$ cat config.mk
export PLATFORM = sky130hd
export DESIGN_NAME = code_sender
export DESIGN_NICKNAME = d
export VERILOG_FILES = /design/src/rtl/code_lock_pkg.sv /design/src/rtl/hold_counter.sv /design/src/rtl/code_sender.sv
export SDC_FILE = /design/constraint.sdc
export NUM_CORES = 1
export LEC_CHECK = 0
export BUFFER_PORTS_ARGS = -buffer_cell sky130_fd_sc_hd__buf_4
export CAP_MARGIN = 0
export CORE_MARGIN = 1.5
export CORE_UTILIZATION = 38
export CTS_CLUSTER_SIZE = 16
export DETAILED_ROUTE_END_ITERATION = 10
export SKIP_LAST_GASP = 1
export SLEW_MARGIN = 5
export SYNTH_ARGS = -nofsm -noshare
export SYNTH_HDL_FRONTEND = slang
export SYNTH_SLANG_ARGS = --single-unit
$ cat constraint.sdc
create_clock -name clk_i -period 5.6 [get_ports clk_i]
set_clock_uncertainty 0.15 [all_clocks]
set_input_delay 1.68 -clock clk_i [delete_from_list [all_inputs] [get_ports clk_i]]
set_output_delay 1.68 -clock clk_i [all_outputs]
set_load 0.005 [all_outputs]
$ cat src/rtl/code_lock_pkg.sv
// Shared encodings for the code lock and its code sender.
// Holds lock/sender state constants, digit width and the default code.
package code_lock_pkg;

  localparam int DIGIT_W = 4;

  localparam logic [2:0] S0 = 3'd0;
  localparam logic [2:0] S1 = 3'd1;
  localparam logic [2:0] S2 = 3'd2;
  localparam logic [2:0] S3 = 3'd3;
  localparam logic [2:0] S4 = 3'd4;

  typedef enum logic [1:0] {
    IDLE = 2'd0,
    SEND = 2'd1,
    DONE = 2'd2
  } sndState_e;

  localparam logic [15:0] LOCK_CODE = 16'h1469;

endpackage

$ cat src/rtl/hold_counter.sv
// Loadable down-counter with a zero flag (hold/debounce/timeout timing).
// Ports: clk_i, rst_ni, load, loadValue, en, zero.
module hold_counter #(
  parameter int WIDTH = 4
) (
  input  logic             clk_i,
  input  logic             rst_ni,
  input  logic             load,
  input  logic [WIDTH-1:0] loadValue,
  input  logic             en,
  output logic             zero
);

  logic [WIDTH-1:0] count;

  always_ff @(posedge clk_i or negedge rst_ni) begin
    if (!rst_ni) begin
      count <= '0;
    end else if (load) begin
      count <= loadValue;
    end else if (en && count != '0) begin
      count <= count - WIDTH'(1);
    end
  end

  assign zero = (count == '0);

endmodule

$ cat src/rtl/code_sender.sv
// Replays a stored code, MS digit first, onto the lock's digit bus.
// Ports: clk_i, rst_ni, start_i, abort_i, code_i -> data_o, valid_o, busy_o, done_o, digit_idx_o.
module code_sender
  import code_lock_pkg::*;
#(
  parameter int         NUM_DIGITS  = 4,
  parameter int         HOLD_CYCLES = 1,
  parameter logic [3:0] IDLE_DIGIT  = 4'd0,
  localparam int        CODE_W      = DIGIT_W * NUM_DIGITS,
  localparam int        IDX_W       = (NUM_DIGITS > 1) ? $clog2(NUM_DIGITS) : 1
) (
  input  logic              clk_i,
  input  logic              rst_ni,
  input  logic              start_i,
  input  logic              abort_i,
  input  logic [CODE_W-1:0] code_i,
  output logic [3:0]        data_o,
  output logic              valid_o,
  output logic              busy_o,
  output logic              done_o,
  output logic [IDX_W-1:0]  digit_idx_o
);

  localparam int CNT_W = 4;
  localparam logic [CNT_W-1:0] HOLD_LOAD = CNT_W'(HOLD_CYCLES - 1);
  localparam logic [IDX_W-1:0] LAST_IDX  = IDX_W'(NUM_DIGITS - 1);

  sndState_e         state, stateNext;
  logic [CODE_W-1:0] shiftReg, shiftNext;
  logic [IDX_W-1:0]  idxNext;
  logic              cntLoad;
  logic [CNT_W-1:0]  cntLoadValue;
  logic              holdZero;
  logic [3:0]        dataNext;

  hold_counter #(
    .WIDTH(CNT_W)
  ) uHold (
    .clk_i    (clk_i),
    .rst_ni   (rst_ni),
    .load     (cntLoad),
    .loadValue(cntLoadValue),
    .en       (state == SEND),
    .zero     (holdZero)
  );

  always_comb begin
    stateNext    = state;
    shiftNext    = shiftReg;
    idxNext      = digit_idx_o;
    cntLoad      = 1'b0;
    cntLoadValue = HOLD_LOAD;
    unique case (state)
      IDLE: begin
        // abort alongside start suppresses the start
        if (start_i && !abort_i) begin
          stateNext = SEND;
          shiftNext = code_i;
          idxNext   = '0;
          cntLoad   = 1'b1;
        end
      end
      SEND: begin
        if (abort_i) begin
          stateNext    = IDLE;
          idxNext      = '0;
          cntLoad      = 1'b1;
          cntLoadValue = '0;
        end else if (holdZero) begin
          shiftNext = shiftReg << DIGIT_W;
          if (digit_idx_o == LAST_IDX) begin
            stateNext = DONE;
            idxNext   = '0;
          end else begin
            idxNext = digit_idx_o + IDX_W'(1);
            cntLoad = 1'b1;
          end
        end
      end
      DONE: begin
        stateNext = IDLE;
        idxNext   = '0;
      end
      default: begin
        stateNext = IDLE;
        idxNext   = '0;
      end
    endcase
  end

  // outputs are decoded from next state so they leave flops directly
  always_comb begin
    dataNext = IDLE_DIGIT;
    if (stateNext == SEND) begin
      dataNext = shiftNext[CODE_W-1 -: DIGIT_W];
    end
  end

  always_ff @(posedge clk_i or negedge rst_ni) begin
    if (!rst_ni) begin
      state       <= IDLE;
      shiftReg    <= '0;
      digit_idx_o <= '0;
      data_o      <= IDLE_DIGIT;
      valid_o     <= 1'b0;
      busy_o      <= 1'b0;
      done_o      <= 1'b0;
    end else begin
      state       <= stateNext;
      shiftReg    <= shiftNext;
      digit_idx_o <= idxNext;
      data_o      <= dataNext;
      valid_o     <= (stateNext == SEND);
      busy_o      <= (stateNext != IDLE);
      done_o      <= (stateNext == DONE);
    end
  end

endmodule
# After elaboration in Yosys (flattened, before gate mapping)
# Cells that the tools add are included.
# totals
ff_bits,31
inputBits,20
out_inout_bits,9
wordCells,52
# op_classes
eq_ne,8
n_reduce_logical,11
n_mux,22
add_sub_neg,2
# ops
operator,count
$mux 16,3
$pmux 16 s2,1
$mux 2,8
$mux 4,3
$pmux 2 s2,2
$ne 2x2->1 const B,3
$reduce_bool 2->1,3
$eq 2x1->1 const B,2
$eq 2x2->1 const B,2
$logic_not 4->1,1
$mux 1,4
$reduce_and 4->1,1
$reduce_bool 4->1,1
$sub 4x1->4 const B,1
$ne 3x3->1 const B,1
$add 2x1->2 const B,1
$logic_and 1x1->1,2
$logic_not 2->1,1
$pmux 1 s2,1
$reduce_and 2->1,1
$logic_not 1->1,1

# Logic depth before layout (Yosys ltp)
# logic_depth
ltp_word,7
mapped_depth,6
ltp_nobuf,5

# By module
# A second synthesis with hierarchy kept.
# unflattened
hier_cells,133
hier_area_um2,1466.4
# modules_own_cells
module,n_inst,area_per_inst_um2,seq_area_each_um2,cells_per_inst
code_sender,1,1196.1,675.6,106
hold_counter,1,270.3,100.1,27

# Worst setup path after synthesis
# OpenSTA, ideal clock, no wires.
# synth_timing
path_type,input to register
startpoint,in abort_i
endpoint,reg shiftReg[10]
setup_slack_ps,2785
required_time_ps,5324
n_path_buf,0
setup_time_ps,126
arrival_time_ps,2539
stages,3
path_cell_list,nor4b_4 > a21oi_2 > a221o_1
# synth_via
elab_chain_cells,4
elab_cells_between_ends,5
classes_between,eq/ne (2); reduce/logical (3)
# synth_lines
element,line,rtl
start: declaration,code_sender.sv:15,"input logic abort_i,"
$logic_not 1->1,code_sender.sv:56,if (start_i && !abort_i) begin
$logic_and 1x1->1,code_sender.sv:56,
$ne 2x2->1 (no line),--,
$reduce_and 4->1 (no line) *,--,
end signal: assignment,code_sender.sv:110,shiftReg <= shiftNext;
end: declaration,code_sender.sv:29,"logic [CODE_W-1:0] shiftReg, shiftNext;"
# Every way passes the cells marked *; elsewhere a longest branch is shown, timed or not.
# A chain may end at the register's enable or synchronous reset.

# Worst setup path in the final report
# layout_timing
startpoint,in abort_i
endpoint,reg shiftReg[7]
# Same word-level chain as after synthesis.

==> results.py <==
metrics = {
    "synthesis": {
        "synth_seq_cells": 31,
        "synth_commonest_cells": "dfrtp_1, nand2_1, and3_1",
        "synth.top_cell.area_share": 0.528,
        "synthDominantAreaCellType": "dfrtp_1",
        "ys_warn_count": 0,
        "postSynthNetCount": 152,
        "edff_count_synth": 0,
        "synth_top_flop_cell": "dfrtp_1",
        "syn_area_mm2": 0.00147,
        "avg_synthesized_cell_area_um2": 11.3,
        "synth-seq-area-share": 0.528,
        "post-synth-top-count-cell": "dfrtp_1",
        "synth_async_sr_flop_share": 1.00,
        "synth_area_leaders": "dfrtp_1, a221o_1, and3_1",
        "post_synth_num_cell_types": 34,
        "netlist_instances": 130,
    },
    "status": {
        "run_status": "complete, no violations",
    },
    "cts": {
        "cts_repair_resize_count": 0,
        "cts-buffers-inserted": 5,
        "worst_skew_pair.late_latency_ns": 0.28,
        "clk_pin_slew_ns": 0.07,
        "clock_path_buffers": 2,
        "htreeDepth": 2,
        "holdBufCountCts": 0,
        "clkSinkCount": 31,
        "clock-root-buffer": "clkbuf_8",
        "tritoncts": "built",
        "post_cts.repair.setup_buffers": 0,
    },
    "finish": {
        "fin_nets": 179,
        "finalNonFillerCells": 206,
        "antenna_cells_inserted": 0,
        "area_growth_pct": 22.3,
        "finished_cell_area_mm2": 0.00180,
        "drive_gt1_frac": 0.278,
        "final_core_utilization": 0.487,
    },
    "worst_setup_path": {
        "critical_path_rt_ns": 5.61,
        "cp_max_fo": 19,
        "end_kind": "register",
        "critPathArrivalTime_ns": 3.20,
        "start_kind": "input port",
        "crit_chain": "buf_4 > nor4b_4 > a21oi_2 > a221o_1",
        "slowest_delay_ns": 0.83,
        "crit_path_start": "abort_i",
        "critPathKind": "input port to register",
        "critical-path-slowest-cell": "nor4b_4",
        "setup_slack_on_the_worst_flop_to_flop_path_ns": 3.10,
        "crit-reg2reg-launch": "uHold.count[0]",
    },
    "place": {
        "place_hpwl_um": 2110,
        "dp_cells": 198,
        "placed_cell_areas_mm2": 0.00168,
        "place.gp.congestion": 0.771,
        "io_buffers": 28,
    },
    "timing": {
        "tns_ns": 0,
        "max_slew_margin": 0.326,
        "fmaxAchievable_ghz": 0.314,
        "share_of_the_clock_period_used_by_the_worst_path": 0.569,
        "min_period_ns": 3.19,
        "rsz0062_at_grt": "false",
        "final-max-slew-violation-count": 0,
        "setup-violations-final": 0,
        "timing_worst_slew_pin_value_ns": 1.01,
        "finalHoldViolCount": 0,
    },
    "die": {
        "start_util": 0.399,
        "core_area_mm2": 0.00369,
        "die_y_um": 65.2,
        "ios": 29,
        "floorplan.rows": 22,
        "die_width_um": 65.2,
        "full_die_area_mm2": 0.00425,
    },
    "routing": {
        "drc_errors": 0,
        "detail_route.iter0.violations": 64,
        "detail_route.wirelength_um": 3050,
        "route.detailed.vias_per_inst": 5.31,
        "vias": 1094,
        "drt_pass1_iterations": 6,
        "antenna_left": 0,
        "route.detailed.wl_per_inst_um": 14.8,
    },
    "global_route": {
        "gr-total-overflow": 0,
        "via_count_of_the_first_global_routing_pass": 1138,
        "grt_start_max_net_pins": 32,
        "antenna_violations_before_repair": 0,
        "grt_first_pass_wirelength_um": 5290,
        "groute.usage.overall": 0.167,
    },
    "pwr": {
        "powerDensity_mw_per_mm2": 482,
        "highest_ir_drop_seen_on_vdd_uv": 156,
        "leakage_nw": 0.877,
        "design_power_total_mw": 0.866,
    },
    "flow_run": {
        "max-cap-violations": 0,
    },
    "hold_path": {
        "min-delay-path-class": "register to register",
        "hold_path_startpoint": "shiftReg[5]",
    },
}
[cell type report]
| type | count | area [µm²] |
|---|---|---|
| repair buffers | 29 | 218 |
| clock buffers | 6 | 82.6 |
| clock inverters | 2 | 35.0 |
| fillers | 356 | 1890 |
| well taps | 48 | 60.1 |
| flip-flops and latches | 31 | 776 |
| multi-input cells | 86 | 612 |
| inverters | 4 | 15.0 |
[final timing paths]
check                         endpoint  cells after the start
max                        shiftReg[7]                      4
min                        shiftReg[5]                      1
max reg2reg                shiftReg[7]                      6
min reg2reg                shiftReg[5]                      1
max in group asynchronous  shiftReg[0]                      1
min in group asynchronous      valid_o                      1
[cells in the final DEF (no fill, tap or decap), drive strengths merged]
cell     Yosys  routed
ha           2       2
nor3b        3       3
or2b         1       1
bufinv       0       1
nor3         1       1
nor2b        2       2
a31oi        4       4
a21oi        4       4
o21ai        6       6
inv          4       4
o211ai       4       4
clkinv       0       1
and3        10      10
buf          7      29
clkbuf       2       6
or4b         1       1
nor4b        1       1
a221o        8       8
o32ai        1       1
dfrtp       31      31
nand3        9       9
nand2       13      13
or3          2       2
o41ai        1       1
or3b         2       2
nand4bb      1       1
a22o         2       2
nand3b       2       2
o311ai       1       1
nor2         3       3
mux2i        2       2
[logic make-up after synthesis]
logic type,count (synthesis),share of synthesized area
simple gates,51,0.215
compound gates,31,0.170
flops,31,0.528
buf+inv,13,0.0562
mux,2,0.0136
fa+ha+maj,2,0.0170
[layer usage]
metal / global-route usage / part of all wire / up-vias
met5: 0 / 0 / -
met4: 0.0625 / 0.0062 / 0
met3: 0.0651 / 0.069 / 2
met2: 0.270 / 0.47 / 30
met1: 0.202 / 0.46 / 522
li1: - / - / 540
[metrics by stage]
stage / setup slack, ns / hold WS, ns
2_1_floorplan: 2.78 / 0.320
6_report: 2.41 / 0.361
4_1_cts: 2.40 / 0.364
5_1_grt: 2.31 / 0.370
3_5_place_dp: 2.11 / 0.347
3_3_place_gp: 2.18 / 0.337
[flip-flops by register name (all words and copies together) (netlist names)]
signal and count:
done_o 1, state 2, shiftReg 16, uHold.count 4
valid_o 1, busy_o 1, digit_idx_o 2, data_o 4
[critical path, delay by kind of cell]
kind                   cells  cell delay, ns
and+or+nand+nor            1            0.83
AOI/OAI and AO/OA          2            0.54
buffers and inverters      1            0.14
[where the power goes]
part / internal, mW / switching [mW]
clock network: 0.144 / 0.0836
registers: 0.298 / 0.0451
logic: 0.134 / 0.161
Power figures use the tool's default switching activity.
